$ cat config.mk
export PLATFORM = sky130hd
export DESIGN_NAME = imem_loader
export DESIGN_NICKNAME = d
export VERILOG_FILES = /design/src/rtl/imem_loader.sv
export SDC_FILE = /design/constraint.sdc
export NUM_CORES = 1
export LEC_CHECK = 0
export CORE_MARGIN = 2
export CORE_UTILIZATION = 54
export CTS_CLUSTER_DIAMETER = 60
export DETAILED_ROUTE_END_ITERATION = 10
export GPL_ROUTABILITY_DRIVEN = 0
export PLACE_DENSITY = 0.83
export SETUP_SLACK_MARGIN = 0.05
export SLEW_MARGIN = 20
export SYNTH_ARGS = -nofsm -noshare
export SYNTH_HDL_FRONTEND = slang
export SYNTH_SLANG_ARGS = --single-unit
$ cat constraint.sdc
create_clock -name clk -period 2.25 [get_ports clk]
set_clock_uncertainty 0.15 [all_clocks]
set_input_delay 0.45 -clock clk [delete_from_list [all_inputs] [get_ports clk]]
set_output_delay 0.45 -clock clk [all_outputs]
set_load 0.02 [all_outputs]
$ cat src/rtl/imem_loader.sv
// imem_loader
// Boot-time instruction-memory loader. Receives a byte stream consisting of
// a 16-bit little-endian word count N followed by N little-endian 32-bit
// instruction words. It writes each word to instruction memory starting at
// BASE_ADDR, and holds the CPU program counter frozen while the load runs.
//
// Optional feature (compile-time macro IMEM_LOADER_CHECKSUM_EN):
//   When the macro is defined, one extra byte follows the data. That byte
//   must equal the modulo-256 sum of all data bytes; the length bytes are
//   not part of the sum. A mismatch ends the load in the error state.
//
// Parameters:
//   BASE_ADDR  - byte address of the first instruction word
//   MAX_WORDS  - largest accepted word count; a larger N aborts the load
//
// Ports:
//   clk        - sole clock, rising edge
//   reset      - synchronous active-low reset
//   start      - one-cycle load request (honoured in IDLE/DONE/ERR only)
//   byte_in    - program byte stream
//   byte_valid - byte_in holds a byte
//   byte_ready - loader accepts a byte this cycle
//   wr_en      - instruction-memory write strobe (one cycle per word)
//   wr_addr    - word-aligned byte address for the write
//   wr_data    - instruction word for the write
//   cpu_hold   - freezes the core while a load is in progress
//   done       - sticky: load completed
//   error      - sticky: load aborted
module imem_loader #(
    parameter logic [31:0] BASE_ADDR = 32'h0000_0000,
    parameter int          MAX_WORDS = 256
) (
    input  logic        clk,
    input  logic        reset,
    input  logic        start,
    input  logic [7:0]  byte_in,
    input  logic        byte_valid,
    output logic        byte_ready,
    output logic        wr_en,
    output logic [31:0] wr_addr,
    output logic [31:0] wr_data,
    output logic        cpu_hold,
    output logic        done,
    output logic        error
);

    typedef enum logic [2:0] {
        ST_IDLE   = 3'd0,
        ST_LEN_LO = 3'd1,
        ST_LEN_HI = 3'd2,
        ST_DATA   = 3'd3,
        ST_WRITE  = 3'd4,
`ifdef IMEM_LOADER_CHECKSUM_EN
        ST_CHECK  = 3'd5,
`endif
        ST_DONE   = 3'd6,
        ST_ERR    = 3'd7
    } state_t;

    // State entered once the data phase (or an empty program) completes.
`ifdef IMEM_LOADER_CHECKSUM_EN
    localparam state_t ST_FINAL = ST_CHECK;
`else
    localparam state_t ST_FINAL = ST_DONE;
`endif

    localparam logic [16:0] MAX_WORDS_C = MAX_WORDS[16:0];

    state_t        state_r;
    state_t        state_next_s;

    logic          byte_ready_r;
    logic          wr_en_r;
    logic          cpu_hold_r;
    logic          done_r;
    logic          error_r;
    logic [31:0]   wr_addr_r;
    logic [31:0]   wr_data_r;

    logic [7:0]    len_lo_r;
    logic [15:0]   word_cnt_r;
    logic [1:0]    byte_cnt_r;
    logic [23:0]   word_buf_r;
`ifdef IMEM_LOADER_CHECKSUM_EN
    logic [7:0]    sum_r;
`endif

    logic          accept_s;
    logic [15:0]   len_s;

    assign accept_s = byte_valid & byte_ready_r;
    assign len_s    = {byte_in, len_lo_r};

    // State register with synchronous active-low reset.
    always_ff @(posedge clk) begin
        if (!reset) begin
            state_r <= ST_IDLE;
        end else begin
            state_r <= state_next_s;
        end
    end

    // Next-state decode; a missing byte simply leaves the state unchanged.
    always_comb begin
        state_next_s = state_r;
        case (state_r)
            ST_IDLE, ST_DONE, ST_ERR: begin
                if (start) begin
                    state_next_s = ST_LEN_LO;
                end else begin
                    state_next_s = state_r;
                end
            end
            ST_LEN_LO: begin
                if (accept_s) begin
                    state_next_s = ST_LEN_HI;
                end else begin
                    state_next_s = state_r;
                end
            end
            ST_LEN_HI: begin
                if (!accept_s) begin
                    state_next_s = state_r;
                end else if (len_s == 16'd0) begin
                    state_next_s = ST_FINAL;
                end else if ({1'b0, len_s} > MAX_WORDS_C) begin
                    state_next_s = ST_ERR;
                end else begin
                    state_next_s = ST_DATA;
                end
            end
            ST_DATA: begin
                if (accept_s && (byte_cnt_r == 2'd3)) begin
                    state_next_s = ST_WRITE;
                end else begin
                    state_next_s = state_r;
                end
            end
            ST_WRITE: begin
                // word_cnt_r still holds the count before this write.
                if (word_cnt_r == 16'd1) begin
                    state_next_s = ST_FINAL;
                end else begin
                    state_next_s = ST_DATA;
                end
            end
`ifdef IMEM_LOADER_CHECKSUM_EN
            ST_CHECK: begin
                if (!accept_s) begin
                    state_next_s = state_r;
                end else if (byte_in == sum_r) begin
                    state_next_s = ST_DONE;
                end else begin
                    state_next_s = ST_ERR;
                end
            end
`endif
            default: begin
                state_next_s = ST_IDLE;
            end
        endcase
    end

    // Status outputs registered from the next state, so they line up with it.
    always_ff @(posedge clk) begin
        if (!reset) begin
            byte_ready_r <= 1'b0;
            wr_en_r      <= 1'b0;
            cpu_hold_r   <= 1'b0;
            done_r       <= 1'b0;
            error_r      <= 1'b0;
        end else begin
            byte_ready_r <= (state_next_s == ST_LEN_LO) || (state_next_s == ST_LEN_HI) ||
`ifdef IMEM_LOADER_CHECKSUM_EN
                            (state_next_s == ST_CHECK) ||
`endif
                            (state_next_s == ST_DATA);
            wr_en_r      <= (state_next_s == ST_WRITE);
            cpu_hold_r   <= (state_next_s != ST_IDLE) && (state_next_s != ST_DONE) &&
                            (state_next_s != ST_ERR);
            done_r       <= (state_next_s == ST_DONE);
            error_r      <= (state_next_s == ST_ERR);
        end
    end

    // Datapath: length capture, word assembly, address/count stepping.
    always_ff @(posedge clk) begin
        if (!reset) begin
            wr_addr_r  <= BASE_ADDR;
            wr_data_r  <= 32'h0000_0000;
            len_lo_r   <= 8'h00;
            word_cnt_r <= 16'h0000;
            byte_cnt_r <= 2'd0;
            word_buf_r <= 24'h00_0000;
`ifdef IMEM_LOADER_CHECKSUM_EN
            sum_r      <= 8'h00;
`endif
        end else begin
            case (state_r)
                ST_IDLE, ST_DONE, ST_ERR: begin
                    if (start) begin
                        wr_addr_r  <= BASE_ADDR;
                        word_cnt_r <= 16'h0000;
                        byte_cnt_r <= 2'd0;
`ifdef IMEM_LOADER_CHECKSUM_EN
                        sum_r      <= 8'h00;
`endif
                    end
                end
                ST_LEN_LO: begin
                    if (accept_s) begin
                        len_lo_r <= byte_in;
                    end
                end
                ST_LEN_HI: begin
                    if (accept_s) begin
                        word_cnt_r <= len_s;
                    end
                end
                ST_DATA: begin
                    if (accept_s) begin
                        byte_cnt_r <= byte_cnt_r + 2'd1;
`ifdef IMEM_LOADER_CHECKSUM_EN
                        sum_r      <= sum_r + byte_in;
`endif
                        case (byte_cnt_r)
                            2'd0:    word_buf_r[7:0]   <= byte_in;
                            2'd1:    word_buf_r[15:8]  <= byte_in;
                            2'd2:    word_buf_r[23:16] <= byte_in;
                            default: wr_data_r         <= {byte_in, word_buf_r};
                        endcase
                    end
                end
                ST_WRITE: begin
                    wr_addr_r  <= wr_addr_r + 32'd4;
                    word_cnt_r <= word_cnt_r - 16'd1;
                end
                default: begin
                end
            endcase
        end
    end

    // The strobe is also masked by reset so nothing is written in a reset cycle.
    assign wr_en      = wr_en_r & reset;
    assign byte_ready = byte_ready_r;
    assign cpu_hold   = cpu_hold_r;
    assign done       = done_r;
    assign error      = error_r;
    assign wr_addr    = wr_addr_r;
    assign wr_data    = wr_data_r;

endmodule

==> impl_results.rst <==
.. list-table::
   :header-rows: 1

   * - Metric
     - Value
   * - Status
     - finished, final reports clean
   * - Worst Setup Start Kind
     - flop
   * - Largest net degree at the start of global routing
     - just over 70
   * - Count of clock tree sinks
     - 120
   * - DIE AREA
     - 10710 um2
   * - Leak Pwr
     - between 0.002 and 0.003 uW
   * - First-pass GRT wire length
     - 24210 um
   * - Routed via count divided by cell count
     - 5.947
   * - Power per cell area
     - 756.0 nW/um2
   * - Number of antenna violations at the first check in global routing
     - 0
   * - Area of all placed cells without fillers
     - between 7000 and 8000 um2
   * - Half-perimeter wire length of the detailed placement result
     - 9910 um
   * - Vias after detailed routing
     - 5465
   * - Worst relative slew slack
     - 0.5888
   * - Critical path arrival
     - 1.56 ns
   * - Netlist cell types
     - 58
   * - Prevailing post-synth register cell
     - dfxtp_1
   * - F_max
     - 462.5 MHz
   * - Number of primary I/O pins
     - 81
   * - Average wire per cell in the routed design
     - 16.30 um
   * - Core area
     - ~9700 um2
   * - Final setup violation count
     - 0
   * - Die X
     - a little over 100 um
   * - Largest fanout on the critical path
     - 6
   * - Total overflow reported by the global router
     - 0
   * - Final worst path period share
     - 0.9610
   * - Required time at the worst-slack endpoint
     - 1.65 ns
   * - Yosys warns
     - 0
   * - Crit path max-delay family
     - buffers and inverters
   * - Number of pins exceeding their max-slew limit in the final report
     - 0
   * - CTS buffer count
     - 17
   * - Area added between synthesis and finish
     - 33.42%
   * - Maximum count of clock buffers along a single path
     - 2
   * - Standard-cell row count
     - 36
   * - Sequential cell area fraction in the yosys report
     - 0.4496
   * - Antenna diode count
     - 0
   * - 1st-pass router iterations
     - 5
   * - Cell Area, Synth
     - 5343 um2
   * - Number of nets in the layout
     - 793
   * - Synthesized flop and latch total
     - between 100 and 150
   * - Critical path cell sequence
     - clkdlybuf4s50_1
   * - Max stage delay on crit path
     - 0.64 ns
   * - Bufs and invs on worst path
     - 1
   * - Global-route usage over all layers
     - 0.2893
   * - Buffer type at the clock tree root
     - clkbuf_8
   * - Setup CP Type
     - reg2out
   * - Die Ht
     - 103.5 um
   * - Setup repair after global routing missed its margin
     - true
   * - TritonCTS clock tree
     - done
   * - Fraction of registers with async set or reset after synthesis
     - 0
   * - Hold WC Path Type
     - reg2reg
   * - Shortest period the worst path allows
     - 2.162 ns
   * - Clock input transition at the sequential cells of the worst setup and hold paths
     - 0.06 ns
   * - Clock latency on the worst-skew pair
     - approximately 0.51 ns
   * - Final count of hold timing violations
     - 0
   * - Number of max-capacitance violations reported
     - 0
   * - Number of DRC violations after detailed routing
     - 0
   * - Via count of the first global-routing pass
     - 5085
   * - Max H-tree Level
     - 4
   * - Total wirelength of the detailed-routed design
     - 14980 um
   * - Core utilization of the finished layout
     - 0.7360
   * - Layout cell share with drive strength beyond 1
     - 0.1247
   * - Antenna-violating nets left
     - 0
   * - Starting DRC count in detailed routing
     - 455
   * - CP max stage cell
     - clkdlybuf4s50_1
   * - Tightest Pin Transition
     - 0.6161 ns
   * - PortBufs
     - 78
   * - Syn avg cell area
     - between 7 and 8 um2
   * - Total placed instance area
     - roughly 6500 um2
   * - EDFF count, synth
     - 0
   * - Critical path endpoint category
     - primary output
   * - VDD IR max
     - 0.4430 mV
   * - Starting density of the core
     - 0.5517
   * - Gate count after technology mapping
     - 672
## final timing paths
kind                              start                          end  slack [ns]  depth (start not counted)
min             wr_data[5]$_SDFFE_PN0P_      wr_data[5]$_SDFFE_PN0P_        0.30                          2
max            wr_addr[16]$_SDFFE_PN0P_                  wr_addr[16]        0.09                          1
max reg2reg  word_cnt_r[7]$_SDFFE_PN0P_  word_cnt_r[14]$_SDFFE_PN0P_        0.10                          5
min reg2reg     wr_data[5]$_SDFFE_PN0P_      wr_data[5]$_SDFFE_PN0P_        0.30                          2
## synthesized netlist by cell type, drive strengths merged (11+ instances only)
master / n / area (um2)
or3: 13 / 82.58
inv: 11 / 41.29
nand2: 128 / 480.5
nand3: 49 / 245.2
nand4: 11 / 68.82
o21ai: 26 / 130.1
o211ai: 14 / 105.1
dfxtp: 120 / 2402
nor2: 37 / 138.9
a21oi: 104 / 520.5
clkbuf: 34 / 127.6
## routing by layer
layer,global-route usage,vias up,part of all wire
met4,0.1225,0,0.030
met5,0,-,0
met1,0.3645,2588,0.40
met3,0.06586,53,0.067
li1,-,2587,-
met2,0.4769,237,0.50
## timing repair
item	CTS	global route
resized for setup	6	16
setup endpoints to repair	6	44
hold buffers	0	0
buffers inserted	0	2
pin swaps	0	2
gates cloned	0	0
## cells in the final DEF, fill, tap and decap left out, drive strengths merged, types with 7 or more instances in the layout
master	n
o211ai	14
dfxtp	120
inv	11
buf	47
o21ai	26
mux2i	9
nand2	128
nor3	10
nor4	8
clkdlybuf4s50	62
and2	8
dlymetal6s2s	10
a21oi	104
ha	8
clkbuf	21
nand3	49
and3	7
or3	13
nor2	37
nand4	11
## per-stage QoR
stage / power, uW / setup TNS [ns] / instances / setup WS (ns) / hold slack, ns
detailed placement: 2712 / -9.783 / 885 / -0.3627 / 0.2958
global placement: 2696 / -4.695 / 885 / -0.2648 / 0.2922
global route: 5553 / 0 / 919 / 0.02047 / 0.3162
CTS: 5391 / 0 / 917 / 0.05233 / 0.3037
finish: 5389 / 0 / 919 / 0.08770 / 0.3009
floorplan: 2514 / 0 / 673 / 0.09249 / 0.2821
## tightest hold or removal path: stages, from the launching register on
cell and delay, ns:
dfxtp_1 0.30, nand2_1 0.05, a21oi_1 0.05
## cells by family (layout without fill, tap and decap cells)
family,after synthesis,after routing,share of synthesized area
adders and majority gates,8,8,0.01874
and+or+nand+nor,295,295,0.2707
AOI/OAI and AO/OA,179,179,0.1927
buffers and inverters,55,168,0.04145
muxes,11,11,0.02108
other,1,2,0.0007019
xor gates and xnor gates,3,3,0.004919
DFF,120,120,0.4496
## final cells by class
cell class	instances	area [um2]
Clock buffer	21	449.2
Clock inverter	11	147.6
Fill cell	693	2556
Inverter	11	41.29
Multi-Input combinational cell	498	2744
Sequential cell	120	2404
Tap cell	133	166.4
Timing Repair Buffer	125	1176
## state kept, by name (all words and copies together), names as in the netlist, 2 cells and up
name,count
len_lo_r,8
byte_cnt_r,2
wr_data,32
state_r,3
word_cnt_r,16
wr_addr,30
word_buf_r,24
## power by group
group          leakage, uW  switching, uW  total, uW  internal [uW]
registers         0.000968           33.3       2190           2150
logic              0.00142            311        503            192
clock network     0.000280            955       2700           1740
Note: power is estimated with default switching activity, not from simulation.
